[config.mk]
export PLATFORM = sky130hd
export DESIGN_NAME = pd_phy_rx_crc_frame
export DESIGN_NICKNAME = d
export VERILOG_FILES = /design/src/rtl/pd_phy_rx_crc_frame.sv
export SDC_FILE = /design/constraint.sdc
export NUM_CORES = 1
export LEC_CHECK = 0
export BUFFER_PORTS_ARGS = -buffer_cell sky130_fd_sc_hd__buf_4
export CAP_MARGIN = 5
export CORE_ASPECT_RATIO = 1.25
export CORE_MARGIN = 2
export CORE_UTILIZATION = 64
export CTS_CLUSTER_SIZE = 40
export DETAILED_ROUTE_END_ITERATION = 16
export HOLD_SLACK_MARGIN = 0.12
export PLACE_DENSITY = 0.85
export SYNTH_ARGS = -nofsm -noshare
export SYNTH_HDL_FRONTEND = slang
export SYNTH_SLANG_ARGS = --single-unit
export TNS_END_PERCENT = 30
[constraint.sdc]
create_clock -name clk -period 4.5 [get_ports clk]
set_clock_uncertainty 0.05 [all_clocks]
set_input_delay 0.45 -clock clk [delete_from_list [all_inputs] [get_ports clk]]
set_output_delay 0.45 -clock clk [all_outputs]
set_load 0.03 [all_outputs]
[src/rtl/pd_phy_rx_crc_frame.sv]
// USB PD PHY receive framer: runs CRC-32 over every decoded byte between
// SOP and EOP, writes header+data (never the trailing 4 CRC bytes) into the
// RX buffer and reports the frame verdict as a one-cycle good/bad pulse.
module pd_phy_rx_crc_frame #(
  parameter int MAX_BYTES = 30,
  parameter int ADDR_W    = 5
) (
  input  logic              clk,
  input  logic              reset_n,
  input  logic              hard_reset,
  input  logic              receive_enable,
  input  logic              rx_sop,
  input  logic              rx_byte_valid,
  input  logic [7:0]        rx_byte,
  input  logic              rx_eop,
  input  logic              rx_abort,
  output logic              rxbuf_wr_en,
  output logic [ADDR_W-1:0] rxbuf_wr_addr,
  output logic [7:0]        rxbuf_wr_data,
  output logic [7:0]        rx_header_byte_0,
  output logic [7:0]        rx_header_byte_1,
  output logic [5:0]        rx_byte_count,
  output logic              phy_rx_goodcrc,
  output logic              phy_rx_badcrc,
  output logic              rx_busy
);

  localparam logic [31:0] CRC_INIT    = 32'hFFFF_FFFF;
  localparam logic [31:0] CRC_POLY    = 32'hEDB8_8320;
  localparam logic [31:0] CRC_RESIDUE = 32'hDEBB_20E3;
  // Bytes accepted before the one that overflows the frame (data + 4 CRC).
  localparam logic [5:0]  OVF_AT      = 6'(MAX_BYTES + 4);
  localparam logic [5:0]  MIN_GOOD    = 6'd6;

  typedef enum logic [1:0] {
    ST_IDLE    = 2'd0,
    ST_RECV    = 2'd1,
    ST_DISCARD = 2'd2,
    ST_CHECK   = 2'd3
  } state_t;

  // Reflected CRC-32 over one byte, first-on-wire bit (bit 0) first.
  function automatic logic [31:0] crc32_update_byte(input logic [31:0] crc,
                                                    input logic [7:0]  data);
    logic [31:0] c;
    c = crc;
    for (int i = 0; i < 8; i++) begin
      if (c[0] ^ data[i]) begin
        c = (c >> 1) ^ CRC_POLY;
      end else begin
        c = c >> 1;
      end
    end
    return c;
  endfunction

  state_t      state_r;
  logic [31:0] crc_r;
  logic [7:0]  dly_r [4];
  logic [2:0]  dly_cnt_r;
  logic [5:0]  total_r;
  logic        ovf_r;
  logic        drop_s;

  assign drop_s = rx_abort | hard_reset;

  // Frame FSM: CRC, delay line, buffer writes, header capture and verdict.
  always_ff @(posedge clk or negedge reset_n) begin
    if (!reset_n) begin
      state_r          <= ST_IDLE;
      crc_r            <= CRC_INIT;
      for (int i = 0; i < 4; i++) dly_r[i] <= 8'h00;
      dly_cnt_r        <= 3'd0;
      total_r          <= 6'd0;
      ovf_r            <= 1'b0;
      rxbuf_wr_en      <= 1'b0;
      rxbuf_wr_addr    <= '0;
      rxbuf_wr_data    <= 8'h00;
      rx_header_byte_0 <= 8'h00;
      rx_header_byte_1 <= 8'h00;
      rx_byte_count    <= 6'd0;
      phy_rx_goodcrc   <= 1'b0;
      phy_rx_badcrc    <= 1'b0;
      rx_busy          <= 1'b0;
    end else begin
      rxbuf_wr_en    <= 1'b0;
      phy_rx_goodcrc <= 1'b0;
      phy_rx_badcrc  <= 1'b0;
      if (drop_s) begin
        // Abort: leave quietly, already-written bytes are simply stale.
        state_r <= ST_IDLE;
        rx_busy <= 1'b0;
      end else if (rx_sop && (state_r != ST_CHECK)) begin
        if (receive_enable) begin
          state_r          <= ST_RECV;
          rx_busy          <= 1'b1;
          crc_r            <= CRC_INIT;
          dly_cnt_r        <= 3'd0;
          total_r          <= 6'd0;
          ovf_r            <= 1'b0;
          rxbuf_wr_addr    <= '0;
          rx_header_byte_0 <= 8'h00;
          rx_header_byte_1 <= 8'h00;
          rx_byte_count    <= 6'd0;
        end else begin
          state_r <= ST_IDLE;
          rx_busy <= 1'b0;
        end
      end else begin
        case (state_r)
          ST_IDLE: begin
            state_r <= ST_IDLE;
            rx_busy <= 1'b0;
          end
          ST_RECV: begin
            if (rx_byte_valid && (total_r == OVF_AT)) begin
              // Frame too long: freeze CRC, verdict will be forced bad.
              ovf_r   <= 1'b1;
              state_r <= rx_eop ? ST_CHECK : ST_DISCARD;
            end else begin
              if (rx_byte_valid) begin
                crc_r    <= crc32_update_byte(crc_r, rx_byte);
                dly_r[0] <= rx_byte;
                dly_r[1] <= dly_r[0];
                dly_r[2] <= dly_r[1];
                dly_r[3] <= dly_r[2];
                total_r  <= total_r + 6'd1;
                if (total_r == 6'd0) begin
                  rx_header_byte_0 <= rx_byte;
                end else if (total_r == 6'd1) begin
                  rx_header_byte_1 <= rx_byte;
                end else begin
                  rx_header_byte_1 <= rx_header_byte_1;
                end
                if (dly_cnt_r == 3'd4) begin
                  // Oldest byte is proven not to be CRC: commit it.
                  rxbuf_wr_en   <= 1'b1;
                  rxbuf_wr_addr <= rx_byte_count[ADDR_W-1:0];
                  rxbuf_wr_data <= dly_r[3];
                  rx_byte_count <= rx_byte_count + 6'd1;
                end else begin
                  dly_cnt_r <= dly_cnt_r + 3'd1;
                end
              end
              if (rx_eop) begin
                state_r <= ST_CHECK;
              end
            end
          end
          ST_DISCARD: begin
            if (rx_eop) begin
              state_r <= ST_CHECK;
            end
          end
          ST_CHECK: begin
            if (!ovf_r && (crc_r == CRC_RESIDUE) && (total_r >= MIN_GOOD)) begin
              phy_rx_goodcrc <= 1'b1;
            end else begin
              phy_rx_badcrc <= 1'b1;
            end
            state_r <= ST_IDLE;
            rx_busy <= 1'b0;
          end
          default: begin
            state_r <= ST_IDLE;
            rx_busy <= 1'b0;
          end
        endcase
      end
    end
  end

endmodule

# Word level (Yosys, flattened, before mapping)
# Index checks and enable logic that the tools add are counted.
# op_classes
muxes	111
magnitude_cmp	1
add_sub_neg	3
n_reduce_logical	23
eq_ne	12
n_bitwise	20
# op_table
op	n
32-bit two-way mux	48
13-bit inverter with 14-bit output	8
8-bit two-way mux	12
6-bit two-way mux	10
32-bit equality test, second input constant	1
5-bit two-way mux	6
1-bit two-way mux	24
6-bit AND reduction	4
3-bit two-way mux	6
6-bit by 1-bit adder with 6-bit output, second input constant	2
2-bit nonzero test	6
2-bit inequality test, second input constant	5
5-bit AND reduction	2
2-bit two-way mux	4
1-bit XOR	8
7-bit AND reduction	1
6-bit by 1-bit equality test with 1-bit output, second input constant	1
6-bit equality test, second input constant	1
6-bit by 3-bit >= comparator with 1-bit output, second input constant	1
6-bit logical NOT	1
2-bit case mux with 3 select lines	1
2-bit equality test, second input constant	2
1-bit logical AND	4
4-bit AND reduction	1
9 further kinds	11
# totals
inputBits	16
regBits	115
elab_cells	188
out_inout_bits	39

# Depth between registers and ports, before layout
# logic_depth
depth_word	55
depth_mapped	9
depth_no_buf	7

# Least setup slack after synthesis
# Ideal clock, no wire load.
# synth_timing
path_kind	flip-flop to flip-flop
startpoint	register state_r[1]
endpoint	register rxbuf_wr_data[6]
setup_time_ns	0.128
setup_slack_ns	2.341
required_ns	4.322
t_arrival_ns	1.981
path_buffers	2
path_stages_with_launch	9
period_less_slack_ns	2.159
path_cell_list	dfrtp_1 > ha_1 > nand2b_1 > buf_2 > o311a_1 > nand2_2 > nor2_2 > buf_2 > mux2_1
# synth_between
elab_chain_cells	4
word_cells_on_any_way	5
cone_classes	eq/ne (2); bitwise (1); reduce/logical (2)
# synth_rtl
item	line_no	rtl
start: declaration	57	state_t state_r;
start signal: assignment	119	state_r <= rx_eop ? ST_CHECK : ST_DISCARD;
2-bit inequality test	93	end else if (rx_sop && (state_r != ST_CHECK)) begin
1-bit logical AND	93	
1-bit inverter (no line)	--	
6-bit AND reduction (no line) *	--	
end signal: assignment	139	rxbuf_wr_data <= dly_r[3];
end: declaration	19	output logic [7:0] rxbuf_wr_data,
# Mark *: on every way between the ends. The rest lies on a longest branch, timed or not.
# A chain may end at the register's enable or synchronous reset.

# Worst setup path after layout
# layout_timing
startpoint	register state_r[1]
endpoint	register rxbuf_wr_data[7]
# The elaborated chain is that of the path after synthesis.

==> flow_metrics.env <==
export IMPL_run_status="completed"
export IMPL_critPathBufInv=0
export IMPL_tritoncts_num_sinks=115
export IMPL_cts_root_buffer_cell="clkbuf_8"
export IMPL_total_leakage_power_nw=3.10
export IMPL_cp_required_ps=4840
export IMPL_post_synth_top_count_cell="nand2_1"
export IMPL_ctsHtreeMaxLevel=4
export IMPL_num_nets_final=613
export IMPL_grt_max_degree=84
export IMPL_ws_path_type="reg -> reg"
export IMPL_hpwl_after_detailed_placement_um=7810
export IMPL_final_setup_tns_ps=0
export IMPL_portBuffers=54
export IMPL_global_route_wire_length_before_repair_um=20100
export IMPL_final_core_util_pct=77.1
export IMPL_final_hold_violation_count=0
export IMPL_route_detailed_drc=0
export IMPL_netlist_area_um2=5570
export IMPL_tightest_slew_ps=1000
export IMPL_ys_flop_type="dfrtp_1"
export IMPL_place_congestion=0.904
export IMPL_design_die_area_um2=9460
export IMPL_ant_nets=0
export IMPL_global_route_overflow_total=0
export IMPL_cell_internal_pwr_mw=2.18
export IMPL_minimum_setup_slack_among_reg_to_reg_paths_ps=1090
export IMPL_finalPower_mw=3.08
export IMPL_synth_sequential_area_ratio_pct=52.4
export IMPL_post_cts_setup_buffer_count=0
export IMPL_clockBufferDepth=2
export IMPL_slew_limit_headroom_pct=33.2
export IMPL_floorplan_core_area_um2=8560
export IMPL_critical_path_cell_chain="ha_1, nand2b_1, o311a_1, nand2_2, nor2_2, mux2_1"
export IMPL_synth_ff_latch_count=115
export IMPL_classification_of_the_worst_slack_hold_path="in -> reg"
export IMPL_synth_simple_area_share_pct=15.5
export IMPL_min_delay_path_depth=3
export IMPL_tritoncts="yes"
export IMPL_vias_per_cell=5.82
export IMPL_switching_share_pct=29.3
export IMPL_groute_usage_overall_pct=28.0
export IMPL_finalCriticalPeriod_ps=3410
export IMPL_period_share_pct=75.7
export IMPL_drt_first_pass_iters=4
export IMPL_critical_path_slowest_cell="nor2_2"
export IMPL_clock_fmax_mhz=294
export IMPL_critPathMaxStageDelay_ps=700
export IMPL_synth_compound_area_share_pct=10.0
export IMPL_syn_avg_cell_area_um2=10.5
export IMPL_floorplan_initialDensity_pct=65.0
export IMPL_critPathLaunchType="flop"
export IMPL_pwr_share_comb_pct=21.3
export IMPL_ios=55
export IMPL_synth_edff_count=0
export IMPL_largest_family_of_logic_cells_by_synthesized_area="simple AND/OR/NAND/NOR gates"
export IMPL_rr_worst_depth=6
export IMPL_cts_inserted_buffers=17
export IMPL_first_global_vias=4167
export IMPL_worstHoldStart="rx_byte[7]"
export IMPL_async_flop_share_pct=100
export IMPL_path_clk_slew_ps=60
export IMPL_place_inst=666
export IMPL_power_sequential_fraction_pct=39.3
export IMPL_crit_path_end_kind="flop"
export IMPL_detail_route_wirelength_um=12000
export IMPL_start_of_the_worst_register_to_register_path="state_r[1]"
export IMPL_capture_instance_of_the_worst_register_to_register_path="rxbuf_wr_data[7]"
export IMPL_synth_xor_area_share_pct=13.9
export IMPL_worst_path_max_fanout=37
export IMPL_die_x_um=87.4
export IMPL_hold_ws_ps=151
export IMPL_syn_num_nets=557
export IMPL_cp_top_family="simple AND/OR/NAND/NOR gates"
export IMPL_power_density_nw_per_um2=466
export IMPL_clockPowerShare_pct=39.3
export IMPL_synthesis_to_finish_area_growth_pct=18.6
export IMPL_synth_warnings=0
export IMPL_routed_via_count=4071
export IMPL_arrival_ps=3750
export IMPL_grt_antenna_before_repair=0
export IMPL_synth_adder_area_share_pct=2.47
export IMPL_yosys_cell_types_count=54
export IMPL_netlist_top_cell_by_area="dfrtp_1"
export IMPL_timing_max_transition_violations_final=0
export IMPL_power_ir_vdd_worst_uv=281
export IMPL_avgRoutedWirePerCell_um=17.2
export IMPL_synth_top_cells_by_area="dfrtp_1, dfstp_2, nand2_1"
export IMPL_share_of_cell_area_taken_by_muxes_after_synthesis_pct=3.26
export IMPL_clk_latency_ps=520
export IMPL_cap_viol_max_count=0
export IMPL_final_instance_count_excl_fill=699
export IMPL_setup_viol=0
export IMPL_syn_instance_count=530
export IMPL_switchingPower_mw=0.902
export IMPL_die_h_um=108
export IMPL_antenna_cells=0
export IMPL_rsz0062_at_grt="false"
export IMPL_core_rowCount=38
export IMPL_holdPathEnd="dly_r[31]"
export IMPL_synth_top_cells_by_count="nand2_1, dfrtp_1, a21oi_1"
export IMPL_yosysTopAreaCellShare_pct=37.3
export IMPL_drt_iter0_markers=355
export IMPL_drive_above_1_share_pct=23.0
==> metrics by stage <==
step,cell area [um2],setup WS (ps)
2_1_floorplan,5570,2340
3_3_place_gp,6050,1310
3_5_place_dp,6050,1140
4_1_cts,6600,1040
5_1_grt,6600,784
6_report,6600,1090
==> power by group through the flow <==
| stage | Sequential (mW) | Combinational [mW] | Clock [mW] |
|---|---|---|---|
| global route | 1.22 | 0.713 | 1.28 |
| finish | 1.21 | 0.657 | 1.21 |
| global placement | 1.22 | 0.627 | 0 |
| floorplan | 1.25 | 0.452 | 0 |
| CTS | 1.21 | 0.659 | 1.22 |
| detailed placement | 1.22 | 0.645 | 0 |
==> placed cells by master (no fill, tap or decap), types with 2 or more instances in the layout <==
cell type,count
nor3_1,2
clkinv_4,4
a21oi_1,42
a31oi_1,2
and3_1,2
nor4_1,3
clkbuf_1,2
dfstp_2,32
a221o_1,2
dfrtp_1,83
nand4_1,2
or4_1,2
o21ai_1,7
mux2i_1,8
nand4b_1,4
xnor2_4,3
nor2_1,38
nand3b_1,3
o21ai_0,3
clkbuf_8,2
buf_4,57
a22o_1,15
o22a_1,4
or2_1,2
xnor2_1,37
clkinv_2,3
mux2_1,8
and2_1,3
xor2_1,20
nand2_1,115
xor2_4,2
ha_1,11
inv_1,15
clkbuf_16,16
nor2b_1,2
clkinvlp_4,4
or3_1,6
xnor2_2,6
nand3_1,5
==> worst min-delay path, stage by stage <==
cell	delay, ps
buf_4	130
nand2_1	60
nand2_1	50
==> logic make-up (layout without fill, tap and decap cells) <==
family,after synthesis,in the layout
simple gates,196,196
flops,115,115
compound gates,85,85
xor+xnor,70,70
buf+inv,36,105
mux,17,17
fa+ha+maj,11,11
==> metal layers <==
| metal | routed length (um) | GRT usage, % | share of wire (%) |
|---|---|---|---|
| met5 | 0 | 0 | 0 |
| met4 | 326 | 13.8 | 2.7 |
| met3 | 670 | 7.25 | 5.6 |
| met2 | 6130 | 44.0 | 51 |
| met1 | 4880 | 35.8 | 41 |
==> state kept, by name (all words and copies together), names as in the netlist <==
signal            cells
crc_r                32
dly_cnt_r             3
dly_r                32
ovf_r                 1
phy_rx_badcrc         1
phy_rx_goodcrc        1
rx_busy               1
rx_byte_count         6
rx_header_byte_0      8
rx_header_byte_1      8
rxbuf_wr_addr         5
rxbuf_wr_data         8
rxbuf_wr_en           1
state_r               2
total_r               6
==> layout make-up <==
cell class                 instances  area (um2)
inverter                          15        56.3
timing repair buffer              58         438
fill                             537        1960
clock buffer                      20         435
sequential                       115        2920
clock inverter                    12         110
multi-input combinational        379        2520
tap                              100         125
==> worst max-delay path by stage <==
| stage | from | to | slack, ps | cells past startpoint |
|---|---|---|---|---|
| 2_1_floorplan | state_r[1] | rxbuf_wr_data[6] | 2340 | 8 |
| 3_3_place_gp | state_r[1] | rxbuf_wr_data[3] | 1310 | 6 |
| 5_1_grt | state_r[1] | rxbuf_wr_data[7] | 780 | 6 |
| 4_1_cts | state_r[1] | rxbuf_wr_data[7] | 1040 | 6 |
| 6_report | state_r[1] | rxbuf_wr_data[7] | 1090 | 6 |
| 3_5_place_dp | state_r[1] | rxbuf_wr_data[4] | 1140 | 6 |
==> repair_timing <==
item                                   in CTS  in global routing
resized for setup                           0                  0
endpoints found under the hold margin      50                  0
hold buffers                                1                  0
Note: power is estimated with default switching activity, not from simulation.
